## src/rtl/core_pkg.sv

```systemverilog
// Shared types for the memory port arbiter: FSM state encoding and
// transaction owner encoding.
package core_pkg;

    typedef enum logic [1:0] {
        IDLE = 2'd0,
        BUSY = 2'd1,
        RESP = 2'd2
    } arb_state_t;

    localparam logic OWN_I = 1'b0;
    localparam logic OWN_D = 1'b1;

endpackage

```

## src/rtl/arb_wait_timer.sv

```systemverilog
// Saturating wait-state counter; o_expired flags that MAX wait cycles have elapsed.
module arb_wait_timer #(
    parameter int MAX = 255
) (
    input  logic i_clk,
    input  logic i_rst,
    input  logic i_clr,
    input  logic i_en,
    output logic o_expired
);

    localparam int CW = $clog2(MAX + 1);
    localparam logic [CW-1:0] LIM = CW'(MAX);

    logic [CW-1:0] r_cnt;

    always_ff @(posedge i_clk) begin
        if (i_rst || i_clr) begin
            r_cnt <= '0;
        end else if (i_en && (r_cnt != LIM)) begin
            r_cnt <= r_cnt + CW'(1);
        end
    end

    assign o_expired = (r_cnt == LIM);

endmodule

```

## src/rtl/mem_port_arbiter.sv

```systemverilog
// Shares one single-port memory between instruction fetch and load/store.
// Data wins arbitration up to FAIR_MAX consecutive grants while fetch waits.
module mem_port_arbiter
    import core_pkg::*;
#(
    parameter int ADDR_W   = 32,
    parameter int DATA_W   = 32,
    parameter int FAIR_MAX = 4,
    parameter int TIMEOUT  = 255
) (
    input  logic              i_clk,
    input  logic              i_rst,
    input  logic              i_if_req,
    input  logic [ADDR_W-1:0] i_if_addr,
    output logic              o_if_ack,
    output logic [DATA_W-1:0] o_if_rdata,
    output logic              o_if_err,
    input  logic              i_d_req,
    input  logic              i_d_we,
    input  logic [ADDR_W-1:0] i_d_addr,
    input  logic [DATA_W-1:0] i_d_wdata,
    output logic              o_d_ack,
    output logic [DATA_W-1:0] o_d_rdata,
    output logic              o_d_err,
    output logic              o_mem_req,
    output logic              o_mem_we,
    output logic [ADDR_W-1:0] o_mem_addr,
    output logic [DATA_W-1:0] o_mem_wdata,
    input  logic              i_mem_ready,
    input  logic [DATA_W-1:0] i_mem_rdata
);

    localparam int FW = $clog2(FAIR_MAX + 1);
    localparam logic [FW-1:0] FAIR_LIM = FW'(FAIR_MAX);

    arb_state_t    r_state, w_next;
    logic          r_owner;
    logic [FW-1:0] r_fair;
    logic          w_grant_d, w_grant_i, w_done, w_tmo, w_expired;

    arb_wait_timer #(.MAX(TIMEOUT)) u_timer (
        .i_clk     (i_clk),
        .i_rst     (i_rst),
        .i_clr     (w_grant_d | w_grant_i),
        .i_en      ((r_state == BUSY) && !i_mem_ready),
        .o_expired (w_expired)
    );

    always_ff @(posedge i_clk) begin
        if (i_rst) r_state <= IDLE;
        else       r_state <= w_next;
    end

    always_comb begin
        w_next    = r_state;
        w_grant_d = 1'b0;
        w_grant_i = 1'b0;
        w_done    = 1'b0;
        w_tmo     = 1'b0;
        case (r_state)
            IDLE: begin
                if (i_d_req && (!i_if_req || (r_fair < FAIR_LIM))) w_grant_d = 1'b1;
                else if (i_if_req)                                 w_grant_i = 1'b1;
                if (w_grant_d || w_grant_i) w_next = BUSY;
            end
            BUSY: begin
                if (i_mem_ready) begin
                    w_done = 1'b1;
                    w_next = RESP;
                end else if (w_expired) begin
                    w_tmo  = 1'b1;
                    w_next = RESP;
                end
            end
            RESP:    w_next = IDLE;
            default: w_next = IDLE;
        endcase
    end

    always_ff @(posedge i_clk) begin
        if (i_rst) begin
            r_owner     <= OWN_I;
            r_fair      <= '0;
            o_if_ack    <= 1'b0;
            o_if_rdata  <= '0;
            o_if_err    <= 1'b0;
            o_d_ack     <= 1'b0;
            o_d_rdata   <= '0;
            o_d_err     <= 1'b0;
            o_mem_req   <= 1'b0;
            o_mem_we    <= 1'b0;
            o_mem_addr  <= '0;
            o_mem_wdata <= '0;
        end else begin
            o_if_ack <= 1'b0;
            o_d_ack  <= 1'b0;
            if (w_grant_d || w_grant_i) begin
                r_owner     <= w_grant_d ? OWN_D : OWN_I;
                o_mem_req   <= 1'b1;
                o_mem_we    <= w_grant_d & i_d_we;
                o_mem_addr  <= w_grant_d ? i_d_addr : i_if_addr;
                o_mem_wdata <= w_grant_d ? i_d_wdata : '0;
                // Streak of data grants only counts while fetch is being held off
                if (w_grant_d && i_if_req) begin
                    if (r_fair != FAIR_LIM) r_fair <= r_fair + FW'(1);
                end else begin
                    r_fair <= '0;
                end
            end
            if (w_done || w_tmo) begin
                o_mem_req <= 1'b0;
                if (r_owner == OWN_D) begin
                    o_d_ack   <= 1'b1;
                    o_d_err   <= w_tmo;
                    o_d_rdata <= (w_tmo || o_mem_we) ? '0 : i_mem_rdata;
                end else begin
                    o_if_ack   <= 1'b1;
                    o_if_err   <= w_tmo;
                    o_if_rdata <= w_tmo ? '0 : i_mem_rdata;
                end
            end
        end
    end

endmodule

```

## config.mk

```make
export PLATFORM = sky130hd
export DESIGN_NAME = mem_port_arbiter
export DESIGN_NICKNAME = d
export VERILOG_FILES = /design/src/rtl/core_pkg.sv /design/src/rtl/arb_wait_timer.sv /design/src/rtl/mem_port_arbiter.sv
export SDC_FILE = /design/constraint.sdc
export NUM_CORES = 1
export LEC_CHECK = 0
export BUFFER_PORTS_ARGS = -buffer_cell sky130_fd_sc_hd__buf_2
export CAP_MARGIN = 0
export CORE_AREA = 2 2 115 117
export CTS_CLUSTER_DIAMETER = 50
export DETAILED_ROUTE_END_ITERATION = 10
export DIE_AREA = 0 0 117 119
export PLACE_DENSITY_LB_ADDON = 0.25
export SLEW_MARGIN = 20
export SYNTH_ARGS = -nofsm -noshare
export SYNTH_HDL_FRONTEND = slang
export SYNTH_SLANG_ARGS = --single-unit
```

## constraint.sdc

```tcl
create_clock -name i_clk -period 3.5 [get_ports i_clk]
set_input_delay 0.525 -clock i_clk [delete_from_list [all_inputs] [get_ports i_clk]]
set_output_delay 0.525 -clock i_clk [all_outputs]
set_load 0.05 [all_outputs]
```

==> run_results.csv, run 1 <==
group,metric,value,unit
status,status,"finished clean",
layout,fin_nets,1020,
setup_path,criticalPathCategory,"reg -> reg",
timing,rsz0062_at_grt,"no",
drt,viasPerCell,6.115,
yosys,postSynth.asyncResetShare,0,
power,cellPowerDensity,570.5,mW/mm^2
timing,max_freq,444.9,MHz
yosys,ys_seq_elements,148,
timing,maxSlewViolCount,0,
yosys,synthFlopType,"dfxtp_1",
drt,dr.pass1.iters,5,
setup_path,max_stage_delay,630,ps
power,clockPowerShare,0.414,
yosys,syn_avg_cell_area,9.588,sq um
setup_path,r2r_cells,5,
drt,wl,19150,microns
power,switching_power,1.490,mW
setup_path,path_delay_family,"compound AO/OA/AOI/OAI gates",
power,leakagePower,3.458,nW
yosys,synth_cell_type_count,50,
power,p_int,3.298,mW
cts,cts_sinks,148,
layout,final_cells,1073,
setup_path,end_kind,"flop",
cts,h-tree-depth,4,
global_route,overflow,0,
power,pwr-share-seq,0.384,
yosys,synth-edff-count,0,
timing,setup_ws,1252,ps
cts,cts_buffers,17,
cts,ctsRootBufferMaster,"clkbuf_16",
global_route,grt_pass1_wl,29620,microns
cts,insertion_delay,420,ps
setup_path,critPathLaunchType,"flop",
global_route,grt_antenna_before_repair,1,
yosys,syn_inst,671,
cts,cts_tree,"done",
drt,wl_met3,1465,microns
yosys,yosysSeqAreaShare,0.4605,
power,vdd_drop_max,327.6,uV
global_route,grt_pass1_vias,5958,
timing,skew,8.322,ps
floorplan,ios,268,
drt,highest_layer,"met4",
timing,fin_crit_sh,0.6422,
placed_design,portBuffers,267,
cts,cts_hold_buf,0,
power,comb_power_share,0.202,
run,cap_violations,0,
placed_design,place_congestion,0.8372,
floorplan,die_y,119,microns
timing,hold_violations,0,
floorplan,start_util,0.4997,
cts,post_cts_buffers,0,
drt,drcViolationCount,0,
drt,wirelength_met1,7664,microns
drt,antenna_left,0,
layout,post-route-util,0.6518,
setup_path,path_cells,"ha_1 -> and4_1 -> a21o_2 -> buf_4 -> a311oi_1",
cts,clkTransAtPathRegs,60,ps
placed_design,preCtsSetupSlack,1258,ps
power,power,4.788,mW
drt,num_vias,6561,
yosys,syn_area,0.006434,sq mm
floorplan,die_w,117,microns
timing,relSlewSlack,0.4707,
setup_path,worst-path-max-fanout,36,
timing,setup_violations,0,
yosys,yosysWarnings,0,
layout,drive_gt1_frac,0.3962,
global_route,grt_max_degree,83,
timing,worstMarginPinSlew,793.9,ps
min_path,whs_path_depth,2,
cts,cts_resized,0,
drt,wl_met2,9358,microns
setup_path,path_depth,5,
timing,fin_setup_tns,0,ps
floorplan,num_rows,42,
layout,nFillCells,1045,
layout,syn2layout_area_growth,30.44,%
floorplan,die_area,0.01392,sq mm
floorplan,core_area,0.01287,sq mm
drt,drtIter0Drc,646,
power,swShare,0.3112,
min_path,hp-class,"in -> reg",
setup_path,crit_slowest_cell,"a21o_2",
drt,routedWlPerCell,17.85,microns
yosys,syn_nets,808,
global_route,grt_usage,0.2657,
placed_design,placed_cells,1040,
setup_path,worstPathArrival,2530,ps
placed_design,hpwl,12590,microns
setup_path,crit_buf_inv,1,
timing,finalCriticalPeriod,2248,ps
setup_path,critPathRequiredTime,3780,ps
cts,clock_path_buffers,2,
==> cell type report <==
cell class / count / area [sq um] / share of cell area
Timing Repair Buffer: 281 / 1459 / 0.1738
Sequential cell: 148 / 2963 / 0.3531
Tap cell: 176 / 220.2 / 0.02624
Clock buffer: 19 / 452.9 / 0.05397
Multi-Input combinational cell: 429 / 3075 / 0.3665
Antenna cell: 1 / 2.502 / 0.0002982
Inverter: 6 / 22.52 / 0.002684
Clock inverter: 13 / 196.4 / 0.02341
==> Yosys cell counts (5+ instances only) <==
library cell  instances  area (sq um)
dfxtp_1             148          2963
a31oi_1              67         419.2
nor3_1               66         330.3
a311oi_1             65         569.3
clkbuf_1             55         206.5
a21oi_1              39         195.2
nand3_1              34         170.2
a22o_1               33         289.0
nand2_1              33         123.9
a2111oi_2            30         450.4
buf_2                26         130.1
buf_6                 5         56.30
inv_1                 5         18.77
o211ai_1              5         37.54
==> state kept, by name, indices dropped and copies added, names as in the netlist <==
signal,flops
o_d_ack,1
o_d_err,1
o_d_rdata,32
o_if_ack,1
o_if_err,1
o_if_rdata,32
o_mem_addr,32
o_mem_req,1
o_mem_wdata,32
o_mem_we,1
r_fair,3
r_owner,1
r_state,2
u_timer.r_cnt,8
==> logic make-up (layout without fill, tap and decap cells) <==
| kind of cell | count (synthesis) | in the layout | synth area share |
|---|---|---|---|
| other | 0 | 1 | 0 |
| and+or+nand+nor | 161 | 161 | 0.1295 |
| muxes | 4 | 4 | 0.006224 |
| buffers and inverters | 94 | 319 | 0.06632 |
| adders and majority gates | 3 | 3 | 0.005835 |
| DFF | 148 | 148 | 0.4605 |
| AOI/OAI and AO/OA | 261 | 261 | 0.3316 |
==> through the flow <==
step,area (sq um),hold WS (ps)
global placement,7740,456.4
global route,8389,302.5
finish,8392,308.2
CTS,8389,296.3
detailed placement,7740,458.7
floorplan,6434,450.2
==> routing by layer <==
metal	up-vias	track usage
met5	-	0
met4	0	0.1199
met3	49	0.07939
met2	310	0.4317
met1	3102	0.3213
li1	3100	-
==> cell usage in the layout, fill, tap and decap left out, drive strengths merged, types with 4 or more instances in the layout <==
| cell | n |
|---|---|
| clkbuf | 19 |
| a211oi | 4 |
| nand2 | 33 |
| buf | 281 |
| a2111oi | 32 |
| a211o | 4 |
| a22o | 33 |
| clkinv | 5 |
| o21ai | 4 |
| a21oi | 40 |
| a31oi | 67 |
| inv | 8 |
| a311oi | 65 |
| o211ai | 5 |
| bufinv | 4 |
| nor3 | 67 |
| nand3 | 34 |
| mux2i | 4 |
| dfxtp | 148 |
==> power by group through the flow <==
stage               combinational, mW  clock [mW]  sequential [mW]
global route                     1.03        2.09             1.85
floorplan                       0.400           0             2.18
global placement                0.940           0             1.87
CTS                             0.967        2.01             1.84
finish                          0.969        1.98             1.84
detailed placement              0.966           0             1.87
==> path summary, 6_finish.rpt <==
kind / startpoint / end / slack (ps)
worst max-delay path: u_timer.r_cnt[0]$_SDFFE_PP0P_ / o_d_rdata[31]$_SDFFE_PP0P_ / 1250
worst min-delay path: i_d_wdata[13] / o_mem_wdata[13]$_SDFFE_PP0P_ / 310
worst max register to register: u_timer.r_cnt[0]$_SDFFE_PP0P_ / o_d_rdata[31]$_SDFFE_PP0P_ / 1250
worst min register to register: o_mem_wdata[30]$_SDFFE_PP0P_ / o_mem_wdata[30]$_SDFFE_PP0P_ / 470
No activity file was read; power rests on OpenSTA's default activity.
==> inputs of run 2 (changes only) <==
- CORE_AREA: 2 2 115 117 -> 2 2 119 121
- DIE_AREA: 0 0 117 119 -> 0 0 121 123
- clock period: 3.5 -> 2.1 ns (I/O delays scaled with it)
==> run 2 against run 1 <==
  * Wire length increased by 3.2%
  * First-iteration DRC count decreased by 14%
  * Count of clock-buffer cells in the layout decreased by 1
  * Via count increased by 1.5%
  * Global-route usage decreased by 0.78 points
  * Hold slack got worse by 210 ps
  * Flip-flop and latch count unchanged
  * Final area increased by 0.52%
  * Non-clock buffer count increased by 6
  * Worst setup slack got worse by 1100 ps
  * Cell count increased by 0.84%
  * Sequential power increased by 67%
  * Largest power group is now registers
==> run_results.csv, run 2 (synthesis gave the netlist of run 1 again) <==
group,metric,value,unit
cts,cts_sinks,148,
power,leakagePower,3.468,nW
drt,drtIter0Drc,558,
status,status,"finished clean",
setup_path,r2r_cells,5,
layout,final_cell_mix,"buf_2, dfxtp_1, a31oi_1",
floorplan,die_area,0.01488,sq mm
drt,antenna_left,0,
layout,antennaDiodeCount,0,
power,power,7.705,mW
setup_path,criticalPathCategory,"reg -> reg",
setup_path,worst-path-max-fanout,58,
timing,fin_hold_ws,101.9,ps
floorplan,core_area,0.01361,sq mm
layout,fin_nets,1026,
placed_design,place_area,0.007853,sq mm
timing,worstMarginPinSlew,639.9,ps
min_path,hp-class,"in -> reg",
global_route,grt_max_degree,74,
power,cellPowerDensity,913.4,mW/mm^2
setup_path,critPathLaunchType,"flop",
drt,routedWlPerCell,18.26,microns
global_route,grt_pass1_vias,6275,
min_path,whs_path_depth,2,
placed_design,place_congestion,0.8490,
placed_design,placed_cells,1050,
layout,syn2layout_area_growth,31.12,%
power,vdd_drop_max,472.3,uV
cts,clkTransAtPathRegs,60,ps
layout,final_cell_area,0.008436,sq mm
cts,ctsRootBufferMaster,"clkbuf_16",
timing,max_freq,522.5,MHz
timing,fin_setup_tns,0,ps
layout,drive_gt1_frac,0.4002,
setup_path,critPathRequiredTime,2370,ps
global_route,grt_usage,0.2578,
global_route,grt_antenna_before_repair,0,
global_route,overflow,0,
setup_path,rrSetupSlack,190,ps
floorplan,start_util,0.4727,
placed_design,preCtsSetupSlack,183.9,ps
layout,nFillCells,1168,
drt,dr.pass1.iters,5,
run,cap_violations,0,
placed_design,portBuffers,267,
timing,skew,9.385,ps
layout,post-route-util,0.6197,
cts,clock_path_buffers,2,
timing,finalCriticalPeriod,1914,ps
layout,final_cells,1082,
setup_path,r2r_start,"u_timer.r_cnt[0]$_SDFFE_PP0P_",
min_path,whs_endpoint,"o_mem_wdata[31]$_SDFFE_PP0P_",
cts,h-tree-depth,4,
floorplan,die_w,121,microns
timing,maxSlewViolCount,0,
timing,setup_ws,186.0,ps
drt,wl,19750,microns
cts,insertion_delay,420,ps
drt,drcViolationCount,0,
timing,setup_violations,0,
timing,hold_violations,0,
layout,final_common_cell,"buf_2",
timing,rsz0062_at_grt,"no",
global_route,grt_pass1_wl,30840,microns
floorplan,ios,268,
placed_design,hpwl,13310,microns
cts,cts_tree,"done",
drt,viasPerCell,6.153,
timing,relSlewSlack,0.5734,
floorplan,num_rows,43,
setup_path,r2r-end,"o_d_rdata[7]$_SDFFE_PP0P_",
timing,fin_crit_sh,0.9114,
setup_path,worstPathArrival,2190,ps
floorplan,die_y,123,microns
drt,num_vias,6658,
min_path,worstHoldStart,"i_d_wdata[31]",
cts,cts_buffers,17,
setup_path,end_kind,"flop",
[run 2: cell types whose count changed in the layout (fill, tap and decap cells not counted), moves of 2 or more]
cell / before / now
clkbuf_8: 2 / 0
clkinvlp_4: 2 / 4
buf_12: 1 / 6
clkinv_2: 0 / 2
bufinv_16: 4 / 2
[run 2: how the worst max path moves through the flow]
stage | start | to | slack, ps | cells past startpoint
2_1_floorplan | u_timer.r_cnt[0]$_SDFFE_PP0P_ | o_d_rdata[10]$_SDFFE_PP0P_ | 480 | 7
3_3_place_gp | i_if_req | o_mem_addr[25]$_SDFFE_PP0P_ | 310 | 4
3_5_place_dp | i_if_req | o_mem_addr[25]$_SDFFE_PP0P_ | 180 | 4
4_1_cts | r_state[1]$_SDFFE_PP0P_ | o_mem_addr[7]$_SDFFE_PP0P_ | 200 | 4
5_1_grt | r_state[0]$_SDFFE_PP0P_ | o_mem_addr[24]$_SDFFE_PP0P_ | 60 | 3
6_report | u_timer.r_cnt[0]$_SDFFE_PP0P_ | o_d_rdata[7]$_SDFFE_PP0P_ | 190 | 5
[run 2: final cells by class]
class | count | area, sq um | share of cell area
Clock inverter | 14 | 152.6 | 0.01810
Inverter | 6 | 22.52 | 0.002670
Tap cell | 180 | 225.2 | 0.02670
Clock buffer | 18 | 429.2 | 0.05088
Multi-Input combinational cell | 429 | 3075 | 0.3646
Sequential cell | 148 | 2964 | 0.3514
Timing Repair Buffer | 287 | 1567 | 0.1857
[run 2: report_power, final]
part / internal, mW / switching [mW]
combinational: 0.487 / 1.17
clock: 1.76 / 1.22
sequential: 2.97 / 0.0997
[run 2: critical path, cell delays in order (launching register included)]
cell and delay, ps:
dfxtp_1 410, ha_1 270, and4_1 350, a21o_2 270, buf_12 270, a311oi_1 150
[run 2: what timing repair did]
item                       in CTS  in global routing
resized for setup               0                  1
setup endpoints to repair       0                  1
hold buffers                    0                  0
buffers inserted                0                  0
[run 2: metal layers]
metal,wire (microns),vias up,part of all wire,GRT usage
met4,443,0,0.022,0.1039
met1,7800,3191,0.39,0.3049
li1,-,3111,-,-
met5,0,-,0,0
met2,9796,316,0.50,0.4400
met3,1713,40,0.087,0.07565
==> inputs of run 3 (changes only) <==
- ABC_AREA: unset -> 1
- CORE_AREA: 2 2 119 121 -> 2 2 118 120
- DIE_AREA: 0 0 121 123 -> 0 0 120 122
==> run 3 against run 2 <==
  * Non-clock buffer count down 7
  * Hold slack better by 13 ps
  * Via count shrank 6.8%
  * Core utilization is 0.062 points lower
  * Synthesized cell count grew 37%
  * Wire length shrank 12%
  * First-iteration DRC count decreased by 58%
  * Count of clock-buffer cells in the layout increased by 1
  * Die area down 1.6%
  * Cell count rose by 26%
  * Area after synthesis decreased by 2.0%
  * Worst setup slack better by 220 ps
  * Critical path type unchanged
  * Critical endpoint is now o_d_rdata[16]$_SDFFE_PP0P_
  * Largest power group unchanged
  * Highest routed layer unchanged
==> run_results.csv, run 3 <==
group,metric,value,unit
floorplan,die_area,0.01464,sq mm
cts,clock_path_buffers,2,
yosys,synth_cell_type_count,30,
timing,skew,6.592,ps
layout,final_common_cell,"buf_2",
floorplan,start_util,0.4668,
layout,final_cell_mix,"buf_2, nand2_1, nor2_1",
timing,max_freq,589.0,MHz
cts,cts_sinks,148,
cts,clkTransAtPathRegs,60,ps
placed_design,place_congestion,0.8101,
global_route,overflow,0,
timing,fin_crit_sh,0.8085,
yosys,ys_seq_elements,148,
floorplan,num_rows,43,
power,swShare,0.3394,
timing,relSlewSlack,0.7294,
power,power,8.089,mW
yosys,synth_common_cells,"nand2_1, nor2_1, dfxtp_1, inv_1, o21ai_0",
layout,fin_nets,1305,
setup_path,max_stage_delay,380,ps
power,leakagePower,4.562,nW
setup_path,criticalPathCategory,"reg -> reg",
cts,insertion_delay,420,ps
drt,drtIter0Drc,233,
drt,wl,17290,microns
layout,syn2layout_area_growth,32.63,%
power,p_int,5.343,mW
yosys,yosys.area.top_type,"dfxtp_1",
setup_path,critPathRequiredTime,2460,ps
yosys,syn_nets,1057,
placed_design,hpwl,12220,microns
yosys,syn_avg_cell_area,6.852,sq um
cts,cts_buffers,17,
layout,post-route-util,0.6191,
timing,fin_hold_ws,114.8,ps
status,status,"finished clean",
yosys,synthTopCellsByArea,"dfxtp_1, nand2_1, nor2_1",
power,pwr-share-seq,0.391,
power,clockPowerShare,0.369,
global_route,grt_pass1_vias,5652,
yosys,yosysWarnings,0,
setup_path,worst-path-max-fanout,62,
power,switching_power,2.746,mW
power,cellPowerDensity,967.5,mW/mm^2
yosys,postSynth.asyncResetShare,0,
cts,ctsRootBufferMaster,"clkbuf_16",
setup_path,end_kind,"flop",
min_path,hp-class,"in -> reg",
setup_path,critPathLaunchType,"flop",
yosys,synth_top_cell_area_share,0.4700,
yosys,synthFlopType,"dfxtp_1",
yosys,syn_area,0.006304,sq mm
setup_path,path_cells,"ha_1 -> nand2_2 -> nor2_4 -> nand2_4 -> nand2_8 -> nand3_4 -> buf_12 -> nand2_1 -> nand2_1 -> nor2_1",
drt,routedWlPerCell,12.71,microns
cts,cts_tree,"done",
floorplan,die_w,120,microns
drt,dr.pass1.iters,4,
timing,rsz0062_at_grt,"no",
run,cap_violations,0,
floorplan,core_area,0.01350,sq mm
yosys,synth_most_common_cell,"nand2_1",
global_route,grt_antenna_before_repair,0,
timing,worstMarginPinSlew,406.0,ps
setup_path,worst_path_most_repeated_cell,"nand2_1",
cts,post_cts_buffers,0,
timing,hold_violations,0,
setup_path,worstPathArrival,2050,ps
power,comb_power_share,0.239,
yosys,syn_inst,920,
setup_path,path_delay_family,"simple AND/OR/NAND/NOR gates",
drt,drcViolationCount,0,
cts,cts_hold_buf,0,
cts,cts_resized,0,
timing,finalCriticalPeriod,1698,ps
yosys,synth-edff-count,0,
floorplan,ios,268,
timing,fin_setup_tns,0,ps
drt,viasPerCell,4.562,
layout,drive_gt1_frac,0.2847,
drt,antenna_left,0,
setup_path,crit_buf_inv,1,
layout,antennaDiodeCount,0,
yosys,yosysSeqAreaShare,0.4700,
timing,setup_violations,0,
global_route,grt_max_degree,65,
placed_design,portBuffers,267,
floorplan,die_y,122,microns
cts,h-tree-depth,4,
drt,num_vias,6204,
power,vdd_drop_max,634.9,uV
timing,maxSlewViolCount,0,
global_route,grt_pass1_wl,27170,microns
global_route,grt_usage,0.2346,
setup_path,crit_slowest_cell,"dfxtp_1",
run 3: changes by cell type after synthesis, moves of 12 or more:
| cell | delta |
|---|---|
| nand2_1 | +216 |
| inv_1 | +114 |
| clkbuf_1 | -29 |
| nor2_1 | +173 |
| nand3_1 | +12 |
| a31oi_1 | -67 |
| a21oi_1 | -15 |
| nor3_1 | -64 |
| a2111oi_2 | -30 |
| o21ai_0 | +62 |
| a311oi_1 | -65 |
| a22o_1 | -33 |
run 3: tightest hold or removal path, cell delays in order:
cell     delay [ps]
buf_2            80
nand3_1          60
nand2_1          60
run 3: path summary, 6_finish.rpt:
path	startpoint	endpoint	cells past startpoint	slack (ps)
hold / removal	i_d_wdata[26]	o_mem_wdata[26]$_SDFFE_PP0P_	3	110
setup reg to reg	u_timer.r_cnt[0]$_SDFFE_PP0P_	o_d_rdata[16]$_SDFFE_PP0P_	10	400
hold reg to reg	o_mem_wdata[5]$_SDFFE_PP0P_	o_mem_wdata[5]$_SDFFE_PP0P_	2	440
setup / recovery	u_timer.r_cnt[0]$_SDFFE_PP0P_	o_d_rdata[16]$_SDFFE_PP0P_	10	400
run 3: metrics by stage:
| stage | instances | setup WS [ps] | area, sq um |
|---|---|---|---|
| 2_1_floorplan | 920 | 524.2 | 6304 |
| 3_3_place_gp | 1329 | 414.0 | 7775 |
| 3_5_place_dp | 1329 | 402.6 | 7775 |
| 4_1_cts | 1360 | 381.1 | 8361 |
| 5_1_grt | 1360 | 248.9 | 8361 |
| 6_report | 1360 | 402.1 | 8361 |
run 3: kinds of logic after synthesis:
group | Yosys count | share of synthesized area
AO/OA/AOI/OAI | 110 | 0.09488
buffers and inverters | 171 | 0.1121
XOR/XNOR | 2 | 0.002779
adder cells (fa/ha/maj) | 3 | 0.005955
flip-flops | 148 | 0.4700
AND/OR/NAND/NOR | 486 | 0.3142
run 3: area by class of cell:
cell class | count | area [sq um]
Clock buffer | 19 | 452.9
Clock inverter | 12 | 132.6
Fill cell | 1303 | 5144
Inverter | 120 | 451.7
Multi-Input combinational cell | 601 | 2639
Sequential cell | 148 | 2963
Tap cell | 180 | 225.2
Timing Repair Buffer | 280 | 1496
run 3: power by group through the flow:
stage,logic (mW),clock network (mW),registers (mW)
floorplan,0.615,0,4.02
global route,2.10,3.16,3.19
detailed placement,1.94,0,3.22
finish,1.93,2.99,3.17
CTS,1.95,3.04,3.17
global placement,1.93,0,3.22
run 3: metal layers:
metal  track usage  routed length [microns]
met5             0                        0
met4        0.1206                      628
met3       0.07257                     1314
met2        0.3917                     8177
met1        0.2716                     7172
